===== src/rtl/trng_pkg.sv =====
// rtl/trng_pkg.sv - shared types, parameter defaults and width helper for the TRNG sampler
`ifndef LOG_NUM_OF_RO
`define LOG_NUM_OF_RO 2
`endif

package trng_pkg;

    typedef enum logic [2:0] {
        ST_IDLE,
        ST_WARMUP,
        ST_FLUSH,
        ST_COLLECT,
        ST_HOLD,
        ST_FAIL
    } trng_state_e;

    localparam int DEF_WORD_WIDTH    = 32;
    localparam int DEF_WARMUP_CYCLES = 1024;
    localparam int DEF_PIPE_LAT      = `LOG_NUM_OF_RO + 1;
    localparam int DEF_SAMPLE_DIV    = 4;
    localparam int DEF_REP_LIMIT     = 16;

    // Bits needed to hold 0..max_val; never narrower than one bit.
    function automatic int cnt_width(input int max_val);
        return (max_val < 1) ? 1 : $clog2(max_val + 1);
    endfunction

endpackage


===== src/rtl/trng_health_rct.sv =====
// rtl/trng_health_rct.sv - repetition-count health test over decimated raw samples
module trng_health_rct
    import trng_pkg::*;
#(
    parameter int REP_LIMIT = DEF_REP_LIMIT
) (
    input  logic clock_i,
    input  logic reset_i,
    input  logic clear_i,
    input  logic sample_en_i,
    input  logic bit_i,
    output logic fail_o
);

    localparam int RUN_W = cnt_width(REP_LIMIT);
    localparam logic [RUN_W-1:0] RUN_LIMIT = RUN_W'(REP_LIMIT);
    localparam logic [RUN_W-1:0] RUN_ONE   = RUN_W'(1);

    logic [RUN_W-1:0] run_q, run_d;
    logic             prev_q, prev_d;
    logic             seen_q, seen_d;

    always_ff @(posedge clock_i) begin
        if (reset_i) begin
            run_q  <= '0;
            prev_q <= 1'b0;
            seen_q <= 1'b0;
        end else begin
            run_q  <= run_d;
            prev_q <= prev_d;
            seen_q <= seen_d;
        end
    end

    // fail_o is combinational so the controller can leave on the offending tick itself.
    always_comb begin
        run_d  = run_q;
        prev_d = prev_q;
        seen_d = seen_q;
        fail_o = 1'b0;
        if (clear_i) begin
            run_d  = '0;
            seen_d = 1'b0;
        end else if (sample_en_i) begin
            prev_d = bit_i;
            seen_d = 1'b1;
            if (!seen_q || (bit_i != prev_q)) begin
                run_d = RUN_ONE;
            end else if (run_q != RUN_LIMIT) begin
                run_d = run_q + RUN_ONE;
            end
            fail_o = (run_d == RUN_LIMIT);
        end
    end

endmodule


===== src/rtl/trng_sampler_ctrl.sv =====
// rtl/trng_sampler_ctrl.sv - RO enable sequencing, decimation into words, health gating and word handshake
module trng_sampler_ctrl
    import trng_pkg::*;
#(
    parameter int WORD_WIDTH    = DEF_WORD_WIDTH,
    parameter int WARMUP_CYCLES = DEF_WARMUP_CYCLES,
    parameter int PIPE_LAT      = DEF_PIPE_LAT,
    parameter int SAMPLE_DIV    = DEF_SAMPLE_DIV,
    parameter int REP_LIMIT     = DEF_REP_LIMIT
) (
    input  logic                  clock_i,
    input  logic                  reset_i,
    input  logic                  start_i,
    input  logic                  stop_i,
    input  logic                  fail_clear_i,
    input  logic                  raw_bit_i,
    output logic                  ro_enable_o,
    output logic [WORD_WIDTH-1:0] word_data_o,
    output logic                  word_valid_o,
    input  logic                  word_ready_i,
    output logic                  busy_o,
    output logic                  health_fail_o
);

    localparam int CYC_MAX = (WARMUP_CYCLES > PIPE_LAT) ? WARMUP_CYCLES - 1 : PIPE_LAT - 1;
    localparam int CYC_W   = cnt_width(CYC_MAX);
    localparam int DIV_W   = cnt_width(SAMPLE_DIV - 1);
    localparam int SMP_W   = cnt_width(WORD_WIDTH - 1);

    localparam logic [CYC_W-1:0] WARM_LAST  = CYC_W'(WARMUP_CYCLES - 1);
    localparam logic [CYC_W-1:0] FLUSH_LAST = CYC_W'(PIPE_LAT - 1);
    localparam logic [DIV_W-1:0] DIV_LAST   = DIV_W'(SAMPLE_DIV - 1);
    localparam logic [SMP_W-1:0] SMP_LAST   = SMP_W'(WORD_WIDTH - 1);

    trng_state_e           state_q, state_d;
    logic [CYC_W-1:0]      cyc_q, cyc_d;
    logic [DIV_W-1:0]      div_q, div_d;
    logic [SMP_W-1:0]      smp_q, smp_d;
    logic [WORD_WIDTH-1:0] shreg_q, shreg_d;
    logic [WORD_WIDTH-1:0] word_q, word_d;
    logic                  stop_pend_q, stop_pend_d;
    logic                  ro_en_q, ro_en_d;
    logic                  valid_q, valid_d;
    logic                  busy_q, busy_d;
    logic                  fail_q, fail_d;

    logic tick;
    logic sample_en;
    logic rct_clear;
    logic rct_fail;
    logic handshake;

    assign tick      = (div_q == DIV_LAST);
    assign sample_en = (state_q == ST_COLLECT) && tick && !stop_i;
    assign rct_clear = (state_q == ST_FLUSH) && (cyc_q == FLUSH_LAST) && !stop_i;
    assign handshake = (state_q == ST_HOLD) && valid_q && word_ready_i;

    trng_health_rct #(
        .REP_LIMIT (REP_LIMIT)
    ) u_rct (
        .clock_i     (clock_i),
        .reset_i     (reset_i),
        .clear_i     (rct_clear),
        .sample_en_i (sample_en),
        .bit_i       (raw_bit_i),
        .fail_o      (rct_fail)
    );

    always_ff @(posedge clock_i) begin
        if (reset_i) begin
            state_q     <= ST_IDLE;
            cyc_q       <= '0;
            div_q       <= '0;
            smp_q       <= '0;
            shreg_q     <= '0;
            word_q      <= '0;
            stop_pend_q <= 1'b0;
            ro_en_q     <= 1'b0;
            valid_q     <= 1'b0;
            busy_q      <= 1'b0;
            fail_q      <= 1'b0;
        end else begin
            state_q     <= state_d;
            cyc_q       <= cyc_d;
            div_q       <= div_d;
            smp_q       <= smp_d;
            shreg_q     <= shreg_d;
            word_q      <= word_d;
            stop_pend_q <= stop_pend_d;
            ro_en_q     <= ro_en_d;
            valid_q     <= valid_d;
            busy_q      <= busy_d;
            fail_q      <= fail_d;
        end
    end

    always_comb begin
        state_d     = state_q;
        cyc_d       = cyc_q;
        div_d       = div_q;
        smp_d       = smp_q;
        shreg_d     = shreg_q;
        word_d      = word_q;
        stop_pend_d = stop_pend_q;
        unique case (state_q)
            ST_IDLE: begin
                stop_pend_d = 1'b0;
                if (start_i && !stop_i) begin
                    state_d = ST_WARMUP;
                    cyc_d   = '0;
                end
            end
            ST_WARMUP: begin
                if (stop_i) begin
                    state_d = ST_IDLE;
                end else if (cyc_q == WARM_LAST) begin
                    state_d = ST_FLUSH;
                    cyc_d   = '0;
                end else begin
                    cyc_d = cyc_q + 1'b1;
                end
            end
            ST_FLUSH: begin
                if (stop_i) begin
                    state_d = ST_IDLE;
                end else if (cyc_q == FLUSH_LAST) begin
                    state_d = ST_COLLECT;
                    cyc_d   = '0;
                    div_d   = '0;
                    smp_d   = '0;
                end else begin
                    cyc_d = cyc_q + 1'b1;
                end
            end
            ST_COLLECT: begin
                if (stop_i) begin
                    state_d = ST_IDLE;
                end else if (!tick) begin
                    div_d = div_q + 1'b1;
                end else begin
                    div_d   = '0;
                    shreg_d = {shreg_q[WORD_WIDTH-2:0], raw_bit_i};
                    // A failing sample outranks completing the word it would finish.
                    if (rct_fail) begin
                        state_d = ST_FAIL;
                    end else if (smp_q == SMP_LAST) begin
                        state_d = ST_HOLD;
                        smp_d   = '0;
                        word_d  = shreg_d;
                    end else begin
                        smp_d = smp_q + 1'b1;
                    end
                end
            end
            ST_HOLD: begin
                if (stop_i) begin
                    stop_pend_d = 1'b1;
                end
                if (handshake) begin
                    if (stop_pend_q || stop_i) begin
                        state_d     = ST_IDLE;
                        stop_pend_d = 1'b0;
                    end else begin
                        state_d = ST_COLLECT;
                        div_d   = '0;
                        smp_d   = '0;
                    end
                end
            end
            ST_FAIL: begin
                if (fail_clear_i) begin
                    state_d = ST_IDLE;
                end
            end
            default: begin
                state_d = ST_IDLE;
            end
        endcase
    end

    always_comb begin
        ro_en_d = 1'b0;
        valid_d = 1'b0;
        busy_d  = 1'b0;
        fail_d  = 1'b0;
        unique case (state_d)
            ST_WARMUP, ST_FLUSH, ST_COLLECT: begin
                ro_en_d = 1'b1;
                busy_d  = 1'b1;
            end
            ST_HOLD: begin
                ro_en_d = 1'b1;
                busy_d  = 1'b1;
                valid_d = 1'b1;
            end
            ST_FAIL: begin
                fail_d = 1'b1;
            end
            default: begin
                ro_en_d = 1'b0;
            end
        endcase
    end

    assign ro_enable_o   = ro_en_q;
    assign word_data_o   = word_q;
    assign word_valid_o  = valid_q;
    assign busy_o        = busy_q;
    assign health_fail_o = fail_q;

endmodule

===== config.mk =====
export PLATFORM = sky130hd
export DESIGN_NAME = trng_sampler_ctrl
export DESIGN_NICKNAME = d
export VERILOG_FILES = /design/src/rtl/trng_pkg.sv /design/src/rtl/trng_health_rct.sv /design/src/rtl/trng_sampler_ctrl.sv
export SDC_FILE = /design/constraint.sdc
export NUM_CORES = 1
export LEC_CHECK = 0
export BUFFER_PORTS_ARGS = -buffer_cell sky130_fd_sc_hd__buf_4
export CAP_MARGIN = 30
export CORE_ASPECT_RATIO = 1.4
export CORE_UTILIZATION = 52
export CTS_CLUSTER_SIZE = 12
export DETAILED_ROUTE_END_ITERATION = 8
export PLACE_DENSITY_LB_ADDON = 0.12
export SLEW_MARGIN = 10
export SYNTH_ARGS = -nofsm -noshare
export SYNTH_HDL_FRONTEND = slang
export SYNTH_SLANG_ARGS = --single-unit

===== constraint.sdc =====
create_clock -name clock_i -period 2.21 [get_ports clock_i]
set_input_delay 0.221 -clock clock_i [delete_from_list [all_inputs] [get_ports clock_i]]
set_output_delay 0.221 -clock clock_i [all_outputs]
set_load 0.01 [all_outputs]

# == After elaboration in Yosys (flattened, before gate mapping) ==
# Cells that the tools add are included.
# classes
n_addsub,4
n_eq_ne,26
muxes,48
bitwise_logic,3
n_reduce_logical,23
# op_table
operator,count
$mux 5,12
$mux 10,5
$mux 3,11
$pmux 10 s3,1
$pmux 3 s6,1
$ne 2x2->1 const B,8
$pmux 5 s3,1
$mux 2,7
$eq 3x2->1 const B,4
$eq 3x3->1 const B,4
$add 10x1->10 const B,1
$add 5x1->5 const B,2
$eq 10x10->1 const B,1
$eq 10x2->1 const B,1
$eq 5x5->1 const B,2
$mux 1,8
$reduce_and 8->1,1
$logic_and 1x1->1,7
$eq 3x1->1 const B,2
$pmux 2 s3,1
$reduce_and 6->1,1
$reduce_bool 3->1,2
$ne 5x5->1 const B,1
$reduce_and 5->1,1
other kinds (15),19
# totals
ff_bits,94
in_bits,7
output_inout_bits,36
elab_cells,117

# == Longest topological paths before layout ==
# logic_depth
ltp_word,15
ltp_mapped,10
ltp_nobuf,8

# == Cells and area by module ==
# Synthesis repeated with hierarchy kept, for this count alone.
# unflattened
hier_cells,506
area_unflattened_um2,4080.2
# modules_own_cells
module,instances,cells_each,area_each_um2,seq_area_each_um2
trng_sampler_ctrl,1,446,3570.9,1741.7
trng_health_rct,1,60,509.2,140.1

# == Worst setup path after synthesis ==
# Ideal clock, no wire load.
# synth_timing
path_kind,register to register
from,register u_rct.run_q[0]
to,"register word_q[10], in the netlist word_data_o[10]"
setup_time_ps,128
arrival_ps,1957
required_ps,2082
path_slack_ps,126
stages_incl_launch_ff,10
n_path_buf,2
synth_period_minus_slack_ps,2084
cell_sequence,dfxtp_1 ha_1 nand3_1 xor2_1 or3_4 o21bai_4 buf_6 buf_12 mux2i_1 nor2_1
# synth_between
elab_chain_cells,10
word_cells_on_any_way,11
classes_between,1 x add/sub; 2 x eq/ne; 6 x mux; 1 x bitwise; 1 x reduce/logical
# synth_rtl
item,line_no,text
start: declaration,trng_health_rct.sv:19,"logic [RUN_W-1:0] run_q, run_d;"
start signal: assignment,trng_health_rct.sv:29,run_q <= run_d;
$add 5x1->5 / $ne 5x5->1 (equally long branches),"trng_health_rct.sv:50, trng_health_rct.sv:49",
$mux 5 (*),trng_health_rct.sv:49,end else if (run_q != RUN_LIMIT) begin
$mux 5 (*),trng_health_rct.sv:47,if (!seen_q || (bit_i != prev_q)) begin
$mux 5 (*),trng_health_rct.sv:44,end else if (sample_en_i) begin
$mux 5 (*),trng_health_rct.sv:41,if (clear_i) begin
$eq 5x5->1 (*),trng_health_rct.sv:52,fail_o = (run_d == RUN_LIMIT);
$mux 1 (*),trng_health_rct.sv:44,
$mux 1 (*),trng_health_rct.sv:41,
$not 1->1 (no source line) (*),-,
$reduce_and 5->1 (no source line) (*),-,
end signal: assignment,trng_sampler_ctrl.sv:88,word_q <= word_d;
end: declaration,trng_sampler_ctrl.sv:40,"logic [WORD_WIDTH-1:0] word_q, word_d;"
# Mark *: on every way between the ends. The rest lies on a longest branch, timed or not. The select of a mux whose other input is x is not followed.
# A chain may end at the register's enable or synchronous reset.

# == Worst setup path in the final report ==
# layout_timing
from,register u_rct.run_q[1]
to,"register word_q[16], in the netlist word_data_o[16]"
# The elaborated chain is that of the path after synthesis.

==> results.md <==
- Post-Place Cells: 590
- Highest-count cells in the layout ignoring fill and taps: 91 x dfxtp_1, 85 x nand2_1, 58 x nor2_1
- Total grt overflow: 0
- Hold Startpoint: raw_bit_i
- Final HPWL DP: 5.41 mm
- Setup TNS: 0 ns
- Hold Path Stages: 3
- CTS tree: done
- Final setup violation count: 0
- Final WS setup: ~0.12 ns
- N_diodes: 0
- Vias in the first global route: 3,088
- Layout cells sized above 1: between 10% and 20%
- Startpoint class of the critical path: flip-flop
- Number of iterations in the first detailed-routing pass: 4
- CTS buffer count: 9
- Most common cell after layout, fill and taps aside: dfxtp_1
- Fin. Hold Viols: 0
- H-tree Lvls: 3
- Sequential element share of the synthesized area: 46.4%
- Final Power: 2.93 mW
- Layout net count: roughly 520
- Library cells used by synthesis: 52
- First-pass GRT wire length: 13.6 mm
- Global-route usage over all layers: between 20% and 30%
- DP Worst Slack: 0.0456 ns
- Req. time, crit path: 2.44 ns
- Worst reg2reg endpoint: word_data_o[16]$_SDFFE_PP0P_
- Setup Skew: 0.00633 ns
- R2R Path Start: u_rct.run_q[1]$_SDFFE_PP0P_
- Yosys Warn Count: 0
- Clock transition at path regs: 0.09 ns
- RD Place Congestion: 0.896
- P_leak: 1.96 nW
- Max-slew headroom: 60.8%
- Period utilization: 94.5%
- Drt total wl: 8.17 mm
- Top_reg_cell synth: dfxtp_1
- Flops & latches, synth: 94
- Synth area leaders: dfxtp_1 46%, mux2i_1 8.4%, nand2_1 7.9%
- Clock buffer depth: 2
- Full die area: between 8000 and 9000 um2
- Area leader, netlist: dfxtp_1
- Maximum clock rate: 0.479 GHz
- Vias/cell: ~5.4
- CP Capture Type: flip-flop
- Post-CTS Hold Fix Bufs: 0
- Finished Layout Cells: 610
- CTS root buf: clkbuf_8
- PortBufs: 42
- Top cell type's share of synthesized area: between 40% and 50%
- Clk_lat worst skew: 0.36 ns
- Fillers: 652
- Synth Cell Area: approximately 4100 um2
- Post-route ant nets: 0
- Core ar.: 7450 um2
- Run status: complete, no violations
- CP max FO: 14
- Average wire per standard cell: 13.4 um
- Die Y: roughly 110 um
- Via Count: 3,280
- Sink Count: 94
- Tightest Pin Transition: 0.588 ns
- Largest net degree at the start of global routing: 61
- Area delta synth->final: 16.7%
- Post-synth EDFFs: 0
- WS Path Type: flip-flop to flip-flop
- # DRC: 0
- P per Cell Area: 618 nW/um2
- Initial antenna violation count: 0
- Initial Util: ~54%
- Synthesized instance count: 465
- R2r setup slk: approximately 0.12 ns
- Asr flop ratio synth: 0%
- Avg Inst Size Synth: 8.73 um2
- DR iter-0 viols: 163
- Worst EP arrival: 2.32 ns
- IO Count: 43
- Max-cap violations: 0
- Synth Net Count: 479
- Min cycle time layout: 2.09 ns
- Die X: 76.7 um
- Hold Path End: word_data_o[0]$_SDFFE_PP0P_
- Hold Crit Class: input pin to flip-flop
- Row count: 37
- VDD IR max: between 0.3 and 0.4 mV
- Reg2Reg Depth: 9
- Max Slew Vio Count: 0
## where the power goes
group          total, mW  internal (mW)  switching (mW)
Combinational     0.0840         0.0296          0.0545
Sequential          1.70           1.69         0.00324
Clock               1.14          0.533           0.611
## what timing repair did
action,CTS,global route
endpoints found under the setup margin,0,32
gates resized for setup,0,8
buffers inserted,0,2
## worst max-delay path, stage by stage (launching register included)
cell and delay (ns):
dfxtp_4 0.39, ha_4 0.15, nand3_1 0.10, xor2_1 0.16
or3_4 0.42, o21bai_4 0.19, buf_12 0.13, clkbuf_16 0.18
mux2i_1 0.19, nor2_1 0.05
## flip-flops by register name (all words and copies together) (netlist names)
| signal | count |
|---|---|
| state_q | 3 |
| smp_q | 5 |
| word_valid_o | 1 |
| word_data_o | 32 |
| health_fail_o | 1 |
| shreg_q | 31 |
| u_rct.seen_q | 1 |
| cyc_q | 10 |
| stop_pend_q | 1 |
| busy_o | 1 |
| div_q | 2 |
| u_rct.prev_q | 1 |
| u_rct.run_q | 5 |
## area by class of cell
class,count,area (um2),area share [%]
inverters,6,22.5,0.475
repair buffers,61,522,11.0
multi-input cells,336,1990,41.9
flip-flops and latches,94,1890,39.9
well taps,97,121,2.56
clock inverters,6,70.1,1.48
clock buffers,10,128,2.69
## synthesized netlist by cell type (2+ instances only)
| master | n |
|---|---|
| dfxtp_1 | 94 |
| nand2_1 | 85 |
| nor2_1 | 58 |
| a21oi_1 | 51 |
| mux2i_1 | 34 |
| clkbuf_1 | 17 |
| nand3_1 | 15 |
| o21ai_0 | 8 |
| ha_1 | 7 |
| buf_2 | 6 |
| inv_1 | 6 |
| nor3_1 | 6 |
| xnor2_1 | 6 |
| a31oi_1 | 5 |
| nand4_1 | 5 |
| and3_1 | 4 |
| nand2b_1 | 4 |
| or3_1 | 4 |
| xor2_1 | 4 |
| a211oi_1 | 3 |
| and2_1 | 3 |
| buf_12 | 3 |
| nor4_1 | 3 |
| or2_1 | 3 |
| buf_6 | 2 |
| nand3b_1 | 2 |
| or2_2 | 2 |
## worst max path at each step
stage | cells past startpoint | startpoint | slack [ns] | endpoint
after floorplan | 9 | u_rct.run_q[0]$_SDFFE_PP0P_ | 0.13 | word_data_o[10]$_SDFFE_PP0P_
after global placement | 8 | u_rct.run_q[1]$_SDFFE_PP0P_ | 0.12 | word_data_o[16]$_SDFFE_PP0P_
after detailed placement | 8 | u_rct.run_q[1]$_SDFFE_PP0P_ | 0.05 | word_data_o[15]$_SDFFE_PP0P_
after CTS | 8 | u_rct.run_q[1]$_SDFFE_PP0P_ | 0.03 | word_data_o[15]$_SDFFE_PP0P_
after global routing | 10 | u_rct.run_q[0]$_SDFFE_PP0P_ | -0.01 | word_data_o[6]$_SDFFE_PP0P_
final | 9 | u_rct.run_q[1]$_SDFFE_PP0P_ | 0.12 | word_data_o[16]$_SDFFE_PP0P_
## per-layer routing
layer	track usage, %	up-vias	share of wire, %
li1	-	1664	-
met1	22.9	1534	42
met2	36.5	70	53
met3	4.98	12	3.1
met4	12.1	0	1.9
met5	0	-	0
## metrics by stage
stage / hold slack (ns) / utilization, % / area (um2)
final: 0.128 / 63.6 / 4740
after global routing: 0.132 / 63.6 / 4740
after CTS: 0.108 / 62.2 / 4630
after detailed placement: 0.451 / 59.5 / 4440
after global placement: 0.442 / 59.5 / 4440
after floorplan: 0.365 / - / 4060
## cells by family (layout without fill, tap and decap cells)
| family | Yosys count | in the layout | share of synthesized area [%] |
|---|---|---|---|
| XOR/XNOR | 10 | 10 | 2.16 |
| AND/OR/NAND/NOR | 202 | 202 | 22.5 |
| buffers and inverters | 35 | 83 | 5.09 |
| AO/OA/AOI/OAI | 83 | 83 | 13.4 |
| adder cells (fa/ha/maj) | 7 | 7 | 2.16 |
| flip-flops | 94 | 94 | 46.4 |
| multiplexers | 34 | 34 | 8.39 |
(Power assumes the default switching activity.)
